### src/rtl/uart_serial_top.sv
// rtl/uart_serial_top.sv - UART 8N1 echo top; define SERIAL_TOP_FIFO_EN for a 16-entry rx-to-tx FIFO instead of a one-byte holding register
module uart_serial_top #(
  parameter logic [15:0] WTIME = 16'h364
) (
  input  logic clk,
  input  logic nrst,
  input  logic uart_txd_in,
  output logic uart_rxd_out
);

  localparam logic [15:0] HALF_CNT = WTIME >> 1;
  localparam logic [15:0] LAST_CNT = WTIME - 16'd1;

  typedef enum logic [2:0] {RX_IDLE, RX_START, RX_DATA, RX_STOP, RX_WAIT} rx_state_t;
  typedef enum logic [1:0] {TX_IDLE, TX_START, TX_DATA, TX_STOP} tx_state_t;

  // input synchronizer and start-edge qualification
  logic       rx_sync1, rx_sync2, rx_prev, rx_armed;
  logic [1:0] rx_fill;
  logic       rx_fall;

  // receiver state
  rx_state_t  rx_state, rx_state_d;
  logic [15:0] rx_cnt, rx_cnt_d;
  logic [2:0] rx_bits, rx_bits_d;
  logic [7:0] rx_shift, rx_shift_d;
  logic       rx_push, rx_push_d;

  // buffer view seen by the transmitter
  logic       buf_nonempty;
  logic [7:0] buf_head;

  // transmitter state
  tx_state_t  tx_state, tx_state_d;
  logic [15:0] tx_cnt, tx_cnt_d;
  logic [2:0] tx_bits, tx_bits_d;
  logic [7:0] tx_shift, tx_shift_d;
  logic       tx_line, tx_line_d;
  logic       tx_pop;

  // rx_fill marks when the synchronizer holds real pin values; rx_armed waits for a high line
  // so a frame already running at reset release cannot fake a start edge
  always_ff @(posedge clk or negedge nrst) begin
    if (!nrst) begin
      rx_sync1 <= 1'b1;
      rx_sync2 <= 1'b1;
      rx_prev  <= 1'b1;
      rx_fill  <= 2'b00;
      rx_armed <= 1'b0;
    end else begin
      rx_sync1 <= uart_txd_in;
      rx_sync2 <= rx_sync1;
      rx_prev  <= rx_sync2;
      rx_fill  <= {rx_fill[0], 1'b1};
      rx_armed <= rx_armed | (rx_fill[1] & rx_sync2);
    end
  end

  assign rx_fall = rx_armed & rx_prev & ~rx_sync2;

  // receiver registers
  always_ff @(posedge clk or negedge nrst) begin
    if (!nrst) begin
      rx_state <= RX_IDLE;
      rx_cnt   <= 16'd0;
      rx_bits  <= 3'd0;
      rx_shift <= 8'd0;
      rx_push  <= 1'b0;
    end else begin
      rx_state <= rx_state_d;
      rx_cnt   <= rx_cnt_d;
      rx_bits  <= rx_bits_d;
      rx_shift <= rx_shift_d;
      rx_push  <= rx_push_d;
    end
  end

  // receiver next state: half-bit start check, then one mid-bit sample per WTIME
  always_comb begin
    rx_state_d = rx_state;
    rx_cnt_d   = rx_cnt;
    rx_bits_d  = rx_bits;
    rx_shift_d = rx_shift;
    rx_push_d  = 1'b0;
    case (rx_state)
      RX_IDLE: begin
        if (rx_fall) begin
          rx_state_d = RX_START;
          rx_cnt_d   = HALF_CNT;
        end
      end
      RX_START: begin
        if (rx_cnt != 16'd0) begin
          rx_cnt_d = rx_cnt - 16'd1;
        end else if (rx_sync2) begin
          rx_state_d = RX_IDLE;
        end else begin
          rx_state_d = RX_DATA;
          rx_cnt_d   = LAST_CNT;
          rx_bits_d  = 3'd0;
        end
      end
      RX_DATA: begin
        if (rx_cnt != 16'd0) begin
          rx_cnt_d = rx_cnt - 16'd1;
        end else begin
          rx_shift_d = {rx_sync2, rx_shift[7:1]};
          rx_cnt_d   = LAST_CNT;
          if (rx_bits == 3'd7) rx_state_d = RX_STOP;
          else rx_bits_d = rx_bits + 3'd1;
        end
      end
      RX_STOP: begin
        if (rx_cnt != 16'd0) begin
          rx_cnt_d = rx_cnt - 16'd1;
        end else if (rx_sync2) begin
          rx_push_d  = 1'b1;
          rx_state_d = RX_IDLE;
        end else begin
          rx_state_d = RX_WAIT;
        end
      end
      RX_WAIT: begin
        if (rx_sync2) rx_state_d = RX_IDLE;
      end
      default: rx_state_d = RX_IDLE;
    endcase
  end

`ifdef SERIAL_TOP_FIFO_EN
  logic [7:0] fifo_mem [0:15];
  logic [3:0] wr_ptr, rd_ptr;
  logic [4:0] fifo_cnt;
  logic       fifo_wr;

  assign fifo_wr      = rx_push && (fifo_cnt != 5'd16);
  assign buf_nonempty = (fifo_cnt != 5'd0);
  assign buf_head     = fifo_mem[rd_ptr];

  // storage array, written only on accepted pushes
  always_ff @(posedge clk) begin
    if (fifo_wr) fifo_mem[wr_ptr] <= rx_shift;
  end

  // pointers and occupancy; a push into a full FIFO is dropped
  always_ff @(posedge clk or negedge nrst) begin
    if (!nrst) begin
      wr_ptr   <= 4'd0;
      rd_ptr   <= 4'd0;
      fifo_cnt <= 5'd0;
    end else begin
      if (fifo_wr) wr_ptr <= wr_ptr + 4'd1;
      if (tx_pop) rd_ptr <= rd_ptr + 4'd1;
      case ({fifo_wr, tx_pop})
        2'b10:   fifo_cnt <= fifo_cnt + 5'd1;
        2'b01:   fifo_cnt <= fifo_cnt - 5'd1;
        default: fifo_cnt <= fifo_cnt;
      endcase
    end
  end
`else
  logic [7:0] hold_data;
  logic       hold_valid;

  assign buf_nonempty = hold_valid;
  assign buf_head     = hold_data;

  // single holding register; a new byte always replaces the held one
  always_ff @(posedge clk or negedge nrst) begin
    if (!nrst) begin
      hold_data  <= 8'd0;
      hold_valid <= 1'b0;
    end else if (rx_push) begin
      hold_data  <= rx_shift;
      hold_valid <= 1'b1;
    end else if (tx_pop) begin
      hold_valid <= 1'b0;
    end
  end
`endif

  // transmitter registers; the line is registered so the pin never glitches
  always_ff @(posedge clk or negedge nrst) begin
    if (!nrst) begin
      tx_state <= TX_IDLE;
      tx_cnt   <= 16'd0;
      tx_bits  <= 3'd0;
      tx_shift <= 8'd0;
      tx_line  <= 1'b1;
    end else begin
      tx_state <= tx_state_d;
      tx_cnt   <= tx_cnt_d;
      tx_bits  <= tx_bits_d;
      tx_shift <= tx_shift_d;
      tx_line  <= tx_line_d;
    end
  end

  // transmitter next state; the end of a stop bit may load the next byte directly
  always_comb begin
    tx_state_d = tx_state;
    tx_cnt_d   = tx_cnt;
    tx_bits_d  = tx_bits;
    tx_shift_d = tx_shift;
    tx_line_d  = tx_line;
    tx_pop     = 1'b0;
    case (tx_state)
      TX_IDLE: begin
        tx_line_d = 1'b1;
        if (buf_nonempty) tx_pop = 1'b1;
      end
      TX_START: begin
        if (tx_cnt != 16'd0) begin
          tx_cnt_d = tx_cnt - 16'd1;
        end else begin
          tx_state_d = TX_DATA;
          tx_cnt_d   = LAST_CNT;
          tx_bits_d  = 3'd0;
          tx_line_d  = tx_shift[0];
        end
      end
      TX_DATA: begin
        if (tx_cnt != 16'd0) begin
          tx_cnt_d = tx_cnt - 16'd1;
        end else begin
          tx_cnt_d = LAST_CNT;
          if (tx_bits == 3'd7) begin
            tx_state_d = TX_STOP;
            tx_line_d  = 1'b1;
          end else begin
            tx_bits_d  = tx_bits + 3'd1;
            tx_shift_d = {1'b0, tx_shift[7:1]};
            tx_line_d  = tx_shift[1];
          end
        end
      end
      TX_STOP: begin
        if (tx_cnt != 16'd0) begin
          tx_cnt_d = tx_cnt - 16'd1;
        end else if (buf_nonempty) begin
          tx_pop = 1'b1;
        end else begin
          tx_state_d = TX_IDLE;
        end
      end
      default: tx_state_d = TX_IDLE;
    endcase
    if (tx_pop) begin
      tx_state_d = TX_START;
      tx_cnt_d   = LAST_CNT;
      tx_shift_d = buf_head;
      tx_line_d  = 1'b0;
    end
  end

  assign uart_rxd_out = tx_line;

endmodule

### config.mk
export PLATFORM = sky130hd
export DESIGN_NAME = uart_serial_top
export DESIGN_NICKNAME = d
export VERILOG_FILES = /design/src/rtl/uart_serial_top.sv
export SDC_FILE = /design/constraint.sdc
export NUM_CORES = 1
export LEC_CHECK = 0
export ABC_AREA = 1
export BUFFER_PORTS_ARGS = -buffer_cell sky130_fd_sc_hd__buf_2
export CORE_UTILIZATION = 58
export DETAILED_ROUTE_END_ITERATION = 8
export PLACE_DENSITY = 0.74
export SYNTH_ARGS = -nofsm -noshare
export SYNTH_HDL_FRONTEND = slang
export SYNTH_SLANG_ARGS = --single-unit
### constraint.sdc
create_clock -name clk -period 1.9 [get_ports clk]
set_input_delay 0.38 -clock clk [delete_from_list [all_inputs] [get_ports clk]]
set_output_delay 0.38 -clock clk [all_outputs]
set_load 0.02 [all_outputs]
======== Word-level counts from Yosys, hierarchy flattened ========
Cells that the tools add are included.
cells by class
  bitwise logic cells ..................... 6
  reduce and logical (&&, ||, !) cells .... 22
  muxes and demuxes ....................... 52
  add/sub/neg operators ................... 4
  equal/unequal tests ..................... 30
operator list
  cell                                                number
  two-way mux 16 bit                                  8
  one-hot mux 16 bit (4 select lines)                 1
  two-way mux 3 bit                                   14
  two-way mux 8 bit                                   4
  one-hot mux 16 bit (2 select lines)                 1
  nonzero test 16 bit                                 2
  subtractor 16 x 1 -> 16 bit, second input constant  2
  != test 2 bit, second input constant                14
  != test 3 bit, second input constant                7
  one-hot mux 3 bit (5 select lines)                  1
  two-way mux 2 bit                                   7
  one-hot mux 3 bit (2 select lines)                  2
  AND reduction 6 bit                                 2
  nonzero test 4 bit                                  3
  two-way mux 1 bit                                   11
  == test 3 bit, second input constant                3
  AND reduction 4 bit                                 2
  nonzero test 2 bit                                  4
  adder 3 x 1 -> 3 bit, second input constant         2
  == test 3 x 2 -> 1 bit, second input constant       2
  one-hot mux 2 bit (3 select lines)                  1
  AND reduction 3 bit                                 2
  AND reduction 5 bit                                 1
  == test 2 bit, second input constant                2
  12 further kinds                                    16
word-level totals
  word-level logic and storage cells ...... 131
  flip-flop bits (word level) ............. 76
  output and inout bits ................... 1
  input port bits ......................... 3

======== Depth between registers and ports, before layout ========
  depth in word-level cells ............... 5
  depth in mapped cells ................... 12
  depth with buffers taken out ............ 12

======== Worst setup path before layout ========
OpenSTA, ideal clock, no wires.
  kind .................................... reg2reg
  start ................................... register rx_cnt[0]
  end ..................................... register rx_cnt[8]
  arrival time ............................ 1625 ps
  slack ................................... 158 ps
  stages on the path, launching flop included .. 13
  cell sequence ........................... dfrtp_1 inv_1 ha_1 nand2_1 nor2_2 nand3_2 nor2_2 nand4_2 nor2_2 nor2_4 buf_6 nor2_2 nor2_1
between the ends
  longest elaborated chain between the ends .. 3
  elaborated cells between the ends (all ways) .. 9
  classes of those cells .................. 1 x add/sub; 2 x eq/ne; 4 x mux; 2 x reduce/logical
ends and longest elaborated chain
  element                                                                            line  RTL
  from (decl)                                                                        24    logic [15:0] rx_cnt, rx_cnt_d;
  from (signal assigned)                                                             71    rx_cnt <= rx_cnt_d;
  subtractor 16 x 1 -> 16 bit / nonzero test 16 bit (equally long branches)          n/a
  two-way mux 16 bit, or another cell as far along                                   114   if (rx_cnt != 16'd0) begin
  one-hot mux 16 bit (4 select lines) / AND reduction 4 bit (equally long branches)  n/a
Several ways; a longest one is shown, not always the timed one. The select of a mux whose other input is x is not followed.
A chain may end at the register's enable or synchronous reset.

======== Final worst setup path ========
  start ................................... register rx_cnt[0]
  end ..................................... register rx_cnt[10]
The elaborated chain is that of the path after synthesis.

==> impl_metrics.toml <==
[detailed_routing]
routedWlPerCell_um = 13.52
dr.pass1.iters = 5
drt_iter0_drc = 151
avgViaCountPerCell = 5.338
finalWirelength_mm = 9.434
num_vias = 3726
postRouteAntennaNets = 0
route.detailed.drc = 0

[sta]
worst_hold_slack_ns = 0.1319
max_clock_freq_mhz = 541.2
slew-limit-headroom = 0.6614
worst_pin_slew_ns = 0.5074
rsz0062_at_grt = "yes"
final_hold_viol_count = 0
drv_slew = 0
skew_ns = 0.01327
fin_setup_tns_ns = 0
period_needed_ns = 1.848
worst_slack_ns = 0.05235
finalCritPeriodShare = 0.9724
setup_viol = 0

[worst_setup_path]
worstPathArrival_ns = 2.10
r2r_cells = 11
path_class = "reg2reg"
critPathLaunchType = "flop"
cp_num_buf_inv = 1
r2r_slack_ns = 0.05
crit_family = "simple AND/OR/NAND/NOR gates"
path_common_cell = "nand2_1"
end_kind = "flop"
required_ns = 2.15
cp_cell_sequence = "inv_2 -> ha_4 -> nand2_1 -> nor2_2 -> nand3_2 -> nor2_4 -> nand4_4 -> nor2_4 -> nor2_2 -> nand2_1 -> nand2_1"
crit_path_start = "rx_cnt[0]"
r2r-start = "rx_cnt[0]"
critPathMaxStageDelay_ns = 0.41
critical_path.max_fanout = 9
crit_cells = 11
cp-endpoint = "rx_cnt[10]"
critPathSlowestCell = "dfrtp_1"
reg2reg_to = "rx_cnt[10]"

[clock_tree]
clk_latency_ns = 0.36
cts_htree_levels = 3
clock-sinks = 76
cts_tree = "built"
cts-root-to-sink-buffers = 2
cts-root-buf = "clkbuf_8"
clk_pin_slew_worst_paths_ns = 0.08
numCtsBuffers = 9

[place]
pre_cts_ws_ns = 0.07733
dp.cells = 675
gp_congestion = 0.9312
portBuffers = 3
place_hpwl_mm = 6.551

[global_route]
grtUsageTotal = 0.2599
grt_pass1_vias = 3580
grt_remaining_overflow = 0
antenna_found_initial = 0
grt_max_degree = 37
grt_first_pass_wirelength_mm = 15.59

[min_path]
hp-class = "in2reg"
whs_path_depth = 1

[cells_and_area]
drive_gt1_frac = 0.1736
syn_to_final_growth_pct = 13.55
fin_cells = 698
n_antenna_cell = 0
final_common_cell = "nand2_1"
seqCellArea_um2 = 1907
multiInputGateArea_um2 = 2260
final_cell_mix = "nand2_1, dfrtp_1, nor2_1"
num-fill-cells = 615
fin_nets = 607

[floorplan]
die_h_um = 88.68
rows = 31
dieArea_um2 = 7864
ios = 4
fp.coreArea_um2 = 7253
initial_core_util = 0.6008
die_x_um = 88.68

[power_and_ir_drop]
p_per_area_nw_per_um2 = 1419
ir_drop_uv = 744.9
cellLeakagePower_nw = 2.585

[yosys]
yosys.area.top_type = "dfrtp_1"
synth_seq_cells = 76
yosys_warnings = 0
ys_types = 43
syn_inst = 562
syn_area_per_cell_um2 = 7.754
synthesis.area_um2 = 4358
syn_nets = 575
synth.top_cell.area_share = 0.4134
synth_seq_area_share = 0.4376
synthTopCellsByArea = "dfrtp_1, nand2_1, nor2_1, inv_1, nand3_1"

[status]
status = "complete, no violations"

[run]
cap_violations = 0
-- how the worst min path moves through the flow --
stage	start	end	slack, ns
finish	uart_txd_in	rx_sync1	0.13
global route	uart_txd_in	rx_sync1	0.12
CTS	uart_txd_in	rx_sync1	0.13
detailed placement	rx_fill[0]	rx_fill[1]	0.34
global placement	rx_fill[0]	rx_fill[1]	0.33
floorplan	nrst	buf_head[0]	0.08
-- metrics by stage --
stage / area (um^2) / utilization / total power, mW
2_1_floorplan: 4358 / - / 4.561
3_3_place_gp: 4586 / 0.6322 / 5.261
3_5_place_dp: 4586 / 0.6322 / 5.354
4_1_cts: 4817 / 0.6641 / 6.764
5_1_grt: 4949 / 0.6822 / 7.593
6_report: 4949 / 0.6822 / 7.022
-- what timing repair did --
item,CTS,global route
endpoints found under the hold margin,31,0
endpoints found under the setup margin,0,30
resized for setup,0,26
buffers inserted,0,6
hold buffers,1,0
-- state kept, by name, indices dropped and copies added (netlist names) --
signal / count
rx_sync2: 1
rx_bits: 3
rx_fill: 2
buf_nonempty: 1
tx_state: 2
rx_prev: 1
rx_push: 1
tx_bits: 3
rx_state: 3
rx_sync1: 1
rx_cnt: 16
tx_shift: 8
rx_armed: 1
rx_shift: 8
uart_rxd_out: 1
tx_cnt: 16
buf_head: 8
-- cells by family after synthesis --
logic type,Yosys count,share of synthesized area
adders and majority gates,10,0.02871
xor gates and xnor gates,17,0.03417
buffers and inverters,65,0.06488
muxes,7,0.02412
other,1,0.0008605
AOI/OAI and AO/OA,61,0.09015
and+or+nand+nor,325,0.3196
DFF,76,0.4376
-- Yosys cell counts --
| cell | instances |
|---|---|
| clkinv_4 | 1 |
| nand4_2 | 1 |
| nand2_4 | 2 |
| nand3b_2 | 1 |
| clkbuf_1 | 2 |
| mux2_4 | 7 |
| buf_4 | 2 |
| buf_6 | 3 |
| o21bai_1 | 1 |
| nor2_2 | 10 |
| o211a_1 | 1 |
| nand3_1 | 36 |
| xnor2_1 | 1 |
| buf_2 | 3 |
| o21ai_2 | 4 |
| nand3_2 | 1 |
| nor3_2 | 1 |
| a22o_1 | 2 |
| o21bai_2 | 1 |
| dfrtp_1 | 72 |
| o211ai_2 | 1 |
| nor2_4 | 1 |
| inv_1 | 50 |
| o21ai_1 | 1 |
| a31oi_1 | 6 |
| nor2_1 | 69 |
| nor3_1 | 8 |
| conb_1 | 1 |
| nand2_8 | 1 |
| o2111ai_4 | 1 |
| nand2_1 | 185 |
| o211ai_1 | 2 |
| a21o_1 | 1 |
| xor2_1 | 16 |
| nand4_1 | 3 |
| inv_2 | 4 |
| a21oi_1 | 9 |
| ha_1 | 10 |
| o2111ai_1 | 2 |
| nand3b_1 | 2 |
| nand2_2 | 4 |
| o21ai_0 | 29 |
| dfstp_2 | 4 |
-- routing by layer --
layer / up-vias / part of all wire / global-route usage
li1: 1851 / - / -
met1: 1743 / 0.44 / 0.3143
met2: 107 / 0.49 / 0.4510
met3: 25 / 0.039 / 0.04478
met4: 0 / 0.029 / 0.1232
met5: - / 0 / 0
-- where the power goes --
group	leakage, nW	switching (mW)	total (mW)	internal, mW
Clock	0.106	0.640	1.39	0.746
Combinational	1.49	2.09	3.28	1.19
Sequential	0.992	0.367	2.36	1.99
-- final cells by class --
| cell class | count | area share |
|---|---|---|
| Multi-Input combinational cell | 422 | 0.4566 |
| Sequential cell | 76 | 0.3853 |
| Timing Repair Buffer | 30 | 0.04501 |
| Inverter | 55 | 0.04324 |
| Clock buffer | 9 | 0.02503 |
| Tap cell | 99 | 0.02503 |
| Clock inverter | 7 | 0.01972 |
Power figures use the tool's default switching activity.
